$ cat src/rtl/dmac_pkg.sv
// Shared types and helpers for the DMAC bus arbiter.
//   arb_state_e : arbiter FSM states
//   DMAC_NUM_CH : default channel count
//   ch_id_w()   : width of a channel index for n channels (min 1)
package dmac_pkg;

  typedef enum logic [1:0] {
    IDLE    = 2'd0,
    BUSREQ  = 2'd1,
    OWN     = 2'd2,
    RELEASE = 2'd3
  } arb_state_e;

  localparam int DMAC_NUM_CH = 4;

  function automatic int ch_id_w(input int n);
    return (n < 2) ? 1 : $clog2(n);
  endfunction

endpackage

$ cat src/rtl/dmac_rr_pick.sv
// Combinational round-robin picker.
//   req    : per-channel request vector
//   ptr    : last winner; scan starts at ptr+1 (mod NUM_CH)
//   onehot : one-hot winner (0 if none)
//   idx    : index of winner (0 if none)
//   any    : at least one request present
module dmac_rr_pick #(
  parameter int NUM_CH = 4,
  parameter int ID_W   = 2
) (
  input  logic [NUM_CH-1:0] req,
  input  logic [ID_W-1:0]   ptr,
  output logic [NUM_CH-1:0] onehot,
  output logic [ID_W-1:0]   idx,
  output logic              any
);

  int            j;
  logic [ID_W-1:0] jj;

  always_comb begin
    onehot = '0;
    idx    = '0;
    any    = 1'b0;
    j      = 0;
    jj     = '0;
    for (int i = 1; i <= NUM_CH; i++) begin
      // wrap without a modulo so non-power-of-two channel counts work
      j = int'(ptr) + i;
      if (j >= NUM_CH) j = j - NUM_CH;
      jj = ID_W'(j);
      if (!any && req[jj]) begin
        any        = 1'b1;
        idx        = jj;
        onehot[jj] = 1'b1;
      end
    end
  end

endmodule

$ cat src/rtl/dmac_bus_arbiter.sv
// Shares the DMAC AHB master port among NUM_CH channels.
// Round-robin pick in IDLE, bus request/grant handshake, owns the bus for the
// channel's programmed burst (beats-1 counter), then releases for one cycle.
//   hclk/hrst_n     : clock, synchronous active-low reset
//   arb_en          : enables new picks in IDLE
//   ch_req/ch_len   : per-channel request level and beats-1
//   ch_gnt/ch_id    : owning channel (one-hot) / selected channel index
//   ch_done         : 1-cycle pulse after a channel's last beat
//   xfer_start      : 1-cycle pulse on every entry to OWN
//   beat_done       : one data beat accepted by the master engine
//   m_hbusreq/m_hlock/m_hgrant/m_hready : AHB master arbitration signals
module dmac_bus_arbiter
  import dmac_pkg::*;
#(
  parameter int NUM_CH  = DMAC_NUM_CH,
  parameter int LEN_W   = 8,
  parameter int LOCK_EN = 0
) (
  input  logic                    hclk,
  input  logic                    hrst_n,
  input  logic                    arb_en,
  input  logic [NUM_CH-1:0]       ch_req,
  input  logic [NUM_CH*LEN_W-1:0] ch_len,
  output logic [NUM_CH-1:0]       ch_gnt,
  output logic [ch_id_w(NUM_CH)-1:0] ch_id,
  output logic [NUM_CH-1:0]       ch_done,
  output logic                    xfer_start,
  input  logic                    beat_done,
  output logic                    m_hbusreq,
  output logic                    m_hlock,
  input  logic                    m_hgrant,
  input  logic                    m_hready
);

  localparam int   ID_W   = ch_id_w(NUM_CH);
  localparam logic LOCK_B = (LOCK_EN != 0);

  arb_state_e                     state;
  logic [ID_W-1:0]                ptr;
  logic [LEN_W-1:0]               cnt;
  logic [NUM_CH-1:0]              sel_oh;
  logic [NUM_CH-1:0][LEN_W-1:0]   len_arr;
  logic [NUM_CH-1:0]              pick_oh;
  logic [ID_W-1:0]                pick_idx;
  logic                           pick_any;

  assign len_arr = ch_len;

  dmac_rr_pick #(.NUM_CH(NUM_CH), .ID_W(ID_W)) u_pick (
    .req    (ch_req),
    .ptr    (ptr),
    .onehot (pick_oh),
    .idx    (pick_idx),
    .any    (pick_any)
  );

  always_ff @(posedge hclk) begin
    if (!hrst_n) begin
      state      <= IDLE;
      ptr        <= ID_W'(NUM_CH - 1);
      cnt        <= '0;
      sel_oh     <= '0;
      ch_gnt     <= '0;
      ch_id      <= '0;
      ch_done    <= '0;
      xfer_start <= 1'b0;
      m_hbusreq  <= 1'b0;
      m_hlock    <= 1'b0;
    end else begin
      xfer_start <= 1'b0;
      ch_done    <= '0;
      case (state)
        IDLE: begin
          if (arb_en && pick_any) begin
            state     <= BUSREQ;
            ch_id     <= pick_idx;
            ptr       <= pick_idx;
            sel_oh    <= pick_oh;
            cnt       <= len_arr[pick_idx];
            m_hbusreq <= 1'b1;
            m_hlock   <= LOCK_B;
          end
        end
        BUSREQ: begin
          if (m_hgrant && m_hready) begin
            state      <= OWN;
            ch_gnt     <= sel_oh;
            xfer_start <= 1'b1;
          end
        end
        OWN: begin
          if (beat_done && cnt == '0) begin
            state     <= RELEASE;
            ch_done   <= sel_oh;
            ch_gnt    <= '0;
            m_hbusreq <= 1'b0;
            m_hlock   <= 1'b0;
          end else begin
            if (beat_done) cnt <= cnt - 1'b1;
            // preempted by the system arbiter: keep cnt, re-request for the same channel
            if (!m_hgrant && m_hready) begin
              state  <= BUSREQ;
              ch_gnt <= '0;
            end
          end
        end
        RELEASE: state <= IDLE;
        default: state <= IDLE;
      endcase
    end
  end

endmodule
$ cat config.mk
export PLATFORM = sky130hd
export DESIGN_NAME = dmac_bus_arbiter
export DESIGN_NICKNAME = d
export VERILOG_FILES = /design/src/rtl/dmac_pkg.sv /design/src/rtl/dmac_rr_pick.sv /design/src/rtl/dmac_bus_arbiter.sv
export SDC_FILE = /design/constraint.sdc
export NUM_CORES = 1
export LEC_CHECK = 0
export BUFFER_PORTS_ARGS = -buffer_cell sky130_fd_sc_hd__buf_4
export CAP_MARGIN = 15
export CORE_ASPECT_RATIO = 1.5
export CORE_UTILIZATION = 35
export CTS_CLUSTER_DIAMETER = 200
export CTS_CLUSTER_SIZE = 20
export DETAILED_ROUTE_END_ITERATION = 8
export GPL_TIMING_DRIVEN = 0
export PLACE_DENSITY = 0.6
export SKIP_CTS_REPAIR_TIMING = 1
export SYNTH_ARGS = -nofsm -noshare
export SYNTH_HDL_FRONTEND = slang
export SYNTH_HIERARCHICAL = 1
export SYNTH_SLANG_ARGS = --single-unit
$ cat constraint.sdc
create_clock -name hclk -period 3.9 [get_ports hclk]
set_input_delay 0.585 -clock hclk [delete_from_list [all_inputs] [get_ports hclk]]
set_output_delay 0.585 -clock hclk [all_outputs]
set_load 0.03 [all_outputs]
## Word-level counts from Yosys, hierarchy flattened

Index checks and enable logic that the tools add are counted.

| operators by class | value |
|---|---|
| multiplexer cells | 53 |
| bitwise gates (word level) | 3 |
| multipliers | 0 |
| divide/modulo/power cells | 0 |
| magnitude comparators | 13 |
| add/subtract/negate cells | 9 |
| equality and inequality tests | 9 |
| reductions and logical operators | 26 |
| shifts and indexed selects | 0 |

Operator list:

| operator | count |
|---|---|
| $mux W8 | 4 |
| $mux W4 | 7 |
| $mux W2 | 12 |
| $bmux W8 S2 | 1 |
| $mux W1 | 16 |
| $pmux W8 S2 | 1 |
| $lt A2 B3 Y1 const B | 5 |
| $or A4 B4 Y4 | 3 |
| $reduce_and A3 Y1 | 4 |
| $logic_and A1 B1 Y1 | 11 |
| $ne A2 B2 Y1 const B | 5 |
| $ge A3 B3 Y1 const B | 3 |
| $bmux W1 S2 | 4 |
| $demux W1 S2 | 4 |
| $ge A2 B1 Y1 const B | 4 |
| $logic_not A8 Y1 | 1 |
| $pmux W2 S4 | 1 |
| $pmux W4 S2 | 1 |
| $sub A2 B1 Y2 const B | 4 |
| $sub A8 B1 Y8 const B | 1 |
| $add A2 B2 Y3 const B | 2 |
| $add A2 B3 Y4 const B | 1 |
| $eq A2 B2 Y1 const B | 2 |
| $ge A4 B3 Y1 const B | 1 |
| 9 further kinds | 15 |

| word-level totals | value |
|---|---|
| register bits after elaboration | 29 |
| bits in read-only memories | 0 |
| input bits | 42 |
| bits in writable memories | 0 |
| memories | 0 |
| bits in latches | 0 |

## Longest topological paths before layout

Gate-level depths: netlist of run 1.

| logic depth | value |
|---|---|
| depth in word-level cells | 19 |
| gate-level depth with buffers | 14 |
| mapped depth without buffers | 10 |

## By module

The synthesis of run 1 kept the hierarchy.

Modules (own cells, without submodules):

| module | seq. area each (um2) | area an instance (um2) | cells each | instances |
|---|---|---|---|---|
| dmac_bus_arbiter | 560.5 | 1,561.5 | 166 | 1 |
| dmac_rr_pick | 0.0 | 629.4 | 86 | 1 |

## Worst setup path before layout of run 1

Ideal clock, no wire load.

| timing path | value |
|---|---|
| path kind | register to register |
| start point | register ptr[0] |
| end point | register cnt[0] |
| data required time | 3,771 ps |
| stages on the path, launching flop included | 14 |
| path slack | 370 ps |
| arrival time | 3,401 ps |
| path through | dfxtp_1 -> buf_6 -> buf_2 -> inv_1 -> ha_1 -> clkbuf_1 -> a21oi_1 -> a211oi_1 -> a311o_1 -> a221oi_1 -> buf_2 -> mux4_2 -> a22oi_1 -> o32ai_2 |

| between the ends | value |
|---|---|
| cells in the longest elaborated chain, start to end | 19 |
| elaborated cells on any way between the ends | 45 |

Ends and longest elaborated chain:

| element | line | text |
|---|---|---|
| start, declared | dmac_bus_arbiter.sv:39 | `logic [ID_W-1:0] ptr;` |
| start signal, assigned | dmac_bus_arbiter.sv:60 | `ptr <= ID_W'(NUM_CH - 1);` |
| start signal, assigned | dmac_bus_arbiter.sv:77 | `ptr <= pick_idx;` |
| $add A2 B1 Y3 | dmac_rr_pick.sv:29 | `j = int'(ptr) + i;` |
| $ge A3 B3 Y1 or $sub A2 B1 Y2 (tied branches) | dmac_rr_pick.sv:30 | `if (j >= NUM_CH) j = j - NUM_CH;` |
| $mux W2 | dmac_rr_pick.sv:30 |  |
| $bmux W1 S2 | dmac_rr_pick.sv:32 | `if (!any && req[jj]) begin` |
| $mux W1 (not written as such) | dmac_rr_pick.sv:32 |  |
| $mux W1 | dmac_rr_pick.sv:32 |  |
| $logic_not A1 Y1 | dmac_rr_pick.sv:32 |  |
| $logic_and A1 B1 Y1 | dmac_rr_pick.sv:32 |  |
| [... 4 more ...] | -- |  |
| $logic_not A1 Y1 | dmac_rr_pick.sv:32 |  |
| $logic_and A1 B1 Y1 | dmac_rr_pick.sv:32 |  |
| $mux W2 * | dmac_rr_pick.sv:32 |  |
| via pick_idx[0] | dmac_bus_arbiter.sv:44 | `logic [ID_W-1:0] pick_idx;` |
| $bmux W8 S2 * | dmac_bus_arbiter.sv:79 | `cnt <= len_arr[pick_idx];` |
| $mux W8 (not written as such) * | dmac_bus_arbiter.sv:79 |  |
| $mux W8 * | dmac_bus_arbiter.sv:74 | `if (arb_en && pick_any) begin` |
| $pmux W8 S2 * | dmac_bus_arbiter.sv:72 | `case (state)` |
| end signal, assigned | dmac_bus_arbiter.sv:79 |  |
| end signal, assigned | dmac_bus_arbiter.sv:99 | `if (beat_done) cnt <= cnt - 1'b1;` |
| end, declared | dmac_bus_arbiter.sv:40 | `logic [LEN_W-1:0] cnt;` |

Mark *: on every way through the listed nets, which the timed path passes. The rest lies on a longest branch. The select of a mux whose other input is x is not followed.
A chain may end at the register's enable or synchronous reset.

## Worst setup path after layout of run 1

Ends and elaborated chain as after synthesis.

==> run summary, run 1 <==
WL per Instance = 15.5 µm
CP Capture Type = flop
Fin. Hold Viols = 0
Slack of the worst reg-to-reg path = 0.29 ns
Worst reg2reg endpoint = cnt[0]
Initial antenna violation count = 0
Setup violators final = 0
H-tree Lvls = 1
P_int = 0.637 mW
First-pass GRT wire length = 9490 µm
Crit-path max FO = 11
CP Data Required Time = 4.06 ns
Seq cells post-synth = 28
R2r worst-path depth = 12
Gr usage total = 18.3%
Worst Hold Class = flop to flop
Ys async rst share = 0%
Max Fclk = 0.277 GHz
Switch Pwr = 0.343 mW
Site row count = 34
Clock sink count = 28
Clk_skew = 0.00240 ns
Post-Synth Simple-Gate Area = 24.4%
Synthesis Warnings = 6
Crit Path Class = flop to flop
Flop pwr share = 34.5%
Max Cap Viol = 0
Clock power share = 23.5%
Most frequent cells in the layout = buf_4 (51), nand2_1 (28), dfxtp_1 (28)
Crit path launch type = flop
Final GP Congestion = 0.901
Post-Synth XOR/XNOR Area = 0%
Post-DP HPWL = 4640 µm
Pin count of the biggest net entering global routing = 17
CP delay by family, top = compound AO/OA/AOI/OAI gates
CTS buffer count = 3
1st-iter DRT viols = 93
Die width = 66.6 µm
Die Y = 98.9 µm
Syn-to-layout area delta = 25.4%
Crit path largest cell delay = 0.54 ns
Final Util = 46.4%
Post-synthesis cell type count = 65
Most common cell after layout, fill and taps aside = buf_4
Post-synth EDFFs = 0
Status = finished clean
CP Buf/Inv Count = 4
Core footprint = 5910 µm²
Hold Path Cell Cnt = 2
Post-synthesis adder-cell area fraction = 5.71%
Max-slew violations = 0
Worst-Skew Late Latency = 0.27 ns
Comb pwr share = 42.0%
Largest family of logic cells by synthesized area = compound AO/OA/AOI/OAI gates
Die area = 6590 µm²
Detailed Route WL = 5860 µm
# port buffers = 50
Clock root buffer = clkbuf_8
Syn Area/Cell = 8.69 µm²
Number of global-route vias before repair = 2,090
Ys flop type = dfxtp_1
Worst-path clk slew = 0.10 ns
RSZ-0062 raised after global routing = no
Cells after synthesis = 252
DRT Pass-1 Iters = 5
Sequential-to-total area share from yosys stat = 25.6%
Clock buffer depth = 2
DRC violations left = 0
Starting Density = 37.1%
Switch share = 35.0%
DP Worst Slack = -0.204 ns
Post-Syn Nets = 304
Reg-to-Reg Start = ptr[0]
Hold slack = 0.465 ns
Hold path endpoint = ch_id[0]
PD cells = 357 nW/µm²
Fin crit share = 92.6%
Critical Path AT = 3.77 ns
Nets = 358
Minimum clock period = 3.61 ns
Min-Delay Startpoint = ch_id[0]
Fraction of layout cells with a size suffix above 1 = 30.8%
DR vias/cell = 5.76
Crit-path cells = buf_6, buf_2, inv_1, ha_2, a21oi_1, a211oi_1, a311o_1, a221oi_4, clkbuf_4, mux4_2, a22oi_1, o32ai_2
Multiplexer share of the synthesized area = 12.0%
Critical path's slowest cell = mux4_2
CTS tree = built
# diodes = 0
Peak supply drop = 0.000160 V
Via Count = 2,171
I/O pins = 55
ANT nets after route = 0
Leak Pwr = 1.16 nW
Worst-margin pin slew = 0.729 ns
Mapped Area = 2190 µm²
GRT overflow = 0
Synth Area in Compound Gates = 24.4%
PnR worst setup slack = 0.288 ns
Slew margin rel. = 50.7%
-- logic make-up after synthesis --
group | after synthesis
simple gates | 91
flops | 28
mux | 17
fa+ha+maj | 10
other cells | 1
buf+inv | 30
compound gates | 75
-- registers in the layout (all words and copies together) (netlist names) --
signal,flops
ch_done,4
ch_gnt,4
ch_id,2
cnt,8
m_hbusreq,1
ptr,2
sel_oh,4
state,2
xfer_start,1
-- power by group through the flow --
stage               clock network [mW]  logic, mW  registers [mW]
CTS                              0.233      0.403           0.338
detailed placement                   0      0.401           0.345
finish                           0.231      0.412           0.338
global placement                     0      0.398           0.344
global route                     0.244      0.449           0.342
floorplan                            0      0.287           0.344
-- cells in the mapped netlist (all sizes together), types with 2 or more instances --
master | count | area [µm²]
mux4 | 7 | 158
a211oi | 5 | 42.5
a2111o | 4 | 45.0
o31ai | 7 | 52.6
o22ai | 2 | 12.5
a31oi | 6 | 37.5
o21ai | 7 | 35.0
or3 | 5 | 31.3
buf | 12 | 86.3
clkbuf | 6 | 36.3
nand2 | 28 | 105
nand2b | 6 | 37.5
nor2 | 12 | 47.6
nor4bb | 3 | 30.0
nand3 | 4 | 25.0
mux2i | 6 | 60.1
and3 | 3 | 18.8
ha | 10 | 125
nor4 | 2 | 27.5
a22o | 4 | 35.0
and2 | 4 | 25.0
nand4bb | 2 | 22.5
a21o | 2 | 16.3
nor3 | 6 | 46.3
dfxtp | 28 | 561
nor3b | 2 | 15.0
o211ai | 2 | 15.0
a21oi | 23 | 119
a221oi | 2 | 17.5
nand4 | 7 | 43.8
inv | 12 | 45.0
mux2 | 4 | 45.0
-- tightest hold or removal path, stage by stage, from the launching register on --
cell,delay [ns]
dfxtp_1,0.32
nand2_1,0.05
a21oi_1,0.05
-- metal layers --
layer	vias up	GRT usage (%)	wire length [µm]	share of wire, %
met4	0	4.75	112	1.9
met2	74	34.8	3170	54
met3	12	1.04	224	3.8
met1	1033	21.2	2360	40
met5	-	0	0	0
li1	1052	-	-	-
-- metrics by stage --
stage,area (µm²),total power [mW],TNS (ns),std cells
2_1_floorplan,2190,0.631,0,252
3_3_place_gp,2660,0.743,-0.407,374
3_5_place_dp,2660,0.746,-0.556,374
4_1_cts,2730,0.974,-0.653,378
5_1_grt,2750,1.04,0,377
6_report,2750,0.981,0,377
-- area by class of cell --
type / count / area [µm²]
fillers: 617 / 3170
multi-input cells: 194 / 1480
flip-flops and latches: 28 / 561
repair buffers: 50 / 375
plain buffers: 17 / 121
well taps: 72 / 90.1
inverters: 12 / 45.0
clock buffers: 3 / 41.3
clock inverters: 1 / 30.0
-- how the worst max path moves through the flow --
stage / from / to / slack (ns) / cells past startpoint
6_report: ptr[0] / cnt[0] / 0.29 / 12
3_5_place_dp: ptr[0] / cnt[5] / -0.20 / 13
3_3_place_gp: ptr[0] / cnt[5] / -0.16 / 13
4_1_cts: ptr[0] / cnt[5] / -0.24 / 13
5_1_grt: ptr[0] / cnt[5] / 0.08 / 13
2_1_floorplan: ptr[0] / cnt[0] / 0.37 / 13
Power figures use the tool's default switching activity.
==> run 2: changes to the inputs <==
- PLACE_DENSITY: 0.6 -> 0.62
==> run 2 against run 1 <==
Effect of this change: worst setup slack lost 0.0023 ns; final cell count unchanged; utilization stayed put; highest routed layer unchanged.
==> run summary, run 2 (same netlist as run 1, synthesis figures left out) <==
Status = finished clean
Crit-path max FO = 11 (unchanged)
Core footprint = 5910 µm² (unchanged)
Gr usage total = 19.1% (+0.82 points)
Setup violators final = 0 (unchanged)
CTS buffer count = 3 (unchanged)
Die width = 66.6 µm (unchanged)
Critical Path AT = 3.78 ns (about the same)
Min-Delay Startpoint = ch_id[1]
DP Worst Slack = -0.210 ns (-0.00655 ns)
ANT nets after route = 0 (unchanged)
PnR worst setup slack = 0.286 ns (-0.00232 ns)
RSZ-0062 raised after global routing = no
Placed Cells = 374 (unchanged)
1st-iter DRT viols = 65 (-30%)
Max layer used = met4
Hold Path Cell Cnt = 2 (unchanged)
Clock buffer depth = 2 (unchanged)
Max Cap Viol = 0 (unchanged)
First-pass GRT wire length = 9950 µm (+4.9%)
Switch share = 35.0% (-0.066 points)
Biggest register = cnt
Minimum clock period = 3.61 ns (+0.00232 ns)
Fin. Hold Viols = 0 (unchanged)
Critical path's slowest cell = mux4_2
Worst reg2reg endpoint = cnt[5]
PD cells = 357 nW/µm² (-0.11%)
P_int = 0.637 mW (about the same)
Crit Path Class = flop to flop
Hold path endpoint = ch_id[1]
Site row count = 34 (unchanged)
WL met2 = 3070 µm (-3.2%)
Nets = 358 (unchanged)
CP Capture Type = flop
DRC violations left = 0 (unchanged)
Switch Pwr = 0.342 mW (-0.30%)
Flop pwr share = 34.6% (about the same)
Starting Density = 37.1% (unchanged)
Fillcell total = 605 (-1.9%)
I/O pins = 55 (unchanged)
Final GP Congestion = 0.898 (-0.32%)
Worst-path clk slew = 0.10 ns (about the same)
CP Data Required Time = 4.06 ns (about the same)
Max reg flops = 8 (unchanged)
Peak supply drop = 0.000158 V (-1.3%)
Via Count = 2,211 (+1.8%)
# diodes = 0 (unchanged)
DRT Pass-1 Iters = 4 (-1)
R2r worst-path depth = 12 (unchanged)
# port buffers = 50 (unchanged)
Leak Pwr = 1.16 nW (unchanged)
Initial antenna violation count = 0 (unchanged)
WL per Instance = 15.6 µm (+0.12%)
Most used cell, CP = inv_1
GRT overflow = 0 (unchanged)
Fraction of layout cells with a size suffix above 1 = 30.8% (unchanged)
Layout Cells excl Fill = 377 (unchanged)
Syn-to-layout area delta = 25.4% (unchanged)
Slack of the worst reg-to-reg path = 0.29 ns (about the same)
H-tree Lvls = 1 (unchanged)
Fin crit share = 92.7% (about the same)
Slew margin rel. = 52.1% (+1.3 points)
Max Fclk = 0.277 GHz (about the same)
Pin count of the biggest net entering global routing = 17 (unchanged)
Crit path largest cell delay = 0.52 ns (-0.02 ns)
Reg-to-Reg Start = ptr[0]
Clk_skew = 0.00654 ns (+0.00414 ns)
Post-DP HPWL = 4570 µm (-1.4%)
Max-slew violations = 0 (unchanged)
Met3 wire length = 291 µm (+30%)
Most frequent cells in the layout = buf_4 (51), nand2_1 (28), dfxtp_1 (28)
Clock power share = 23.5% (about the same)
Worst-Skew Late Latency = 0.28 ns (about the same)
Worst Hold Class = flop to flop
DR vias/cell = 5.86 (+1.8%)
Crit-path cells = buf_6, buf_2, inv_1, ha_2, inv_1, a311o_1, a221oi_4, clkbuf_4, mux4_2, nand2_1, o31a_1, o22ai_1
Clock root buffer = clkbuf_8
Comb pwr share = 41.9% (about the same)
Detailed Route WL = 5870 µm (+0.12%)
Most common cell after layout, fill and taps aside = buf_4
Worst-margin pin slew = 0.709 ns (-0.0199 ns)
Clock sink count = 28 (unchanged)
Die area = 6590 µm² (unchanged)
Crit path launch type = flop
Die Y = 98.9 µm (unchanged)
CTS tree = built
Number of global-route vias before repair = 2,153 (+3.0%)
M1 WL = 2300 µm (-2.3%)
==> run 2: cell counts in the layout (fill, tap and decap cells not counted) <==
No cell type changed its count.
==> run 2: cell type report <==
cell class / count / area (µm²) / share of cell area, %
Clock buffer: 3 / 41.3 / 1.50
Buffer: 17 / 121 / 4.42
Multi-Input combinational cell: 194 / 1480 / 54.0
Clock inverter: 1 / 30.0 / 1.09
Sequential cell: 28 / 561 / 20.4
Timing Repair Buffer: 50 / 375 / 13.7
Inverter: 12 / 45.0 / 1.64
Tap cell: 72 / 90.1 / 3.28
==> run 2: worst max-delay path by stage <==
stage          cells after the start  slack [ns]  startpoint  endpoint
5_1_grt                           11        0.05      ptr[0]    cnt[1]
4_1_cts                           13       -0.24      ptr[0]    cnt[5]
3_5_place_dp                      13       -0.21      ptr[0]    cnt[5]
3_3_place_gp                      13       -0.20      ptr[0]    cnt[5]
6_report                          12        0.29      ptr[0]    cnt[5]
2_1_floorplan                     13        0.37      ptr[0]    cnt[0]
==> run 2: worst max-delay path, delay by kind of cell (launching register included) <==
kind	cells	cell delay, ns
buf+inv	5	1.02
simple gates	1	0.10
fa+ha+maj	1	0.46
mux	1	0.52
compound gates	4	0.91
flops	1	0.47
==> run 2: layer usage <==
layer,vias up,global-route usage [%]
li1,1057,-
met1,1047,23.3
met2,90,33.3
met3,17,1.27
met4,0,8.35
met5,-,0
==> run 2: power by group through the flow <==
stage          clock network [mW]  logic [mW]  registers [mW]
2_1_floorplan                   0       0.287           0.344
3_3_place_gp                    0       0.396           0.345
3_5_place_dp                    0       0.399           0.345
4_1_cts                     0.235       0.400           0.338
5_1_grt                     0.248       0.451           0.343
6_report                    0.230       0.411           0.339
==> run 2: through the flow <==
stage	setup TNS (ns)	hold WS (ns)	power, mW	utilization (%)	cell area [µm²]
after floorplan	0	0.445	0.631	-	2190
after global placement	-0.519	0.453	0.741	44.9	2660
after detailed placement	-0.547	0.454	0.744	44.9	2660
after CTS	-0.680	0.468	0.973	46.1	2730
after global routing	0	0.495	1.04	46.4	2750
final	0	0.462	0.979	46.4	2750
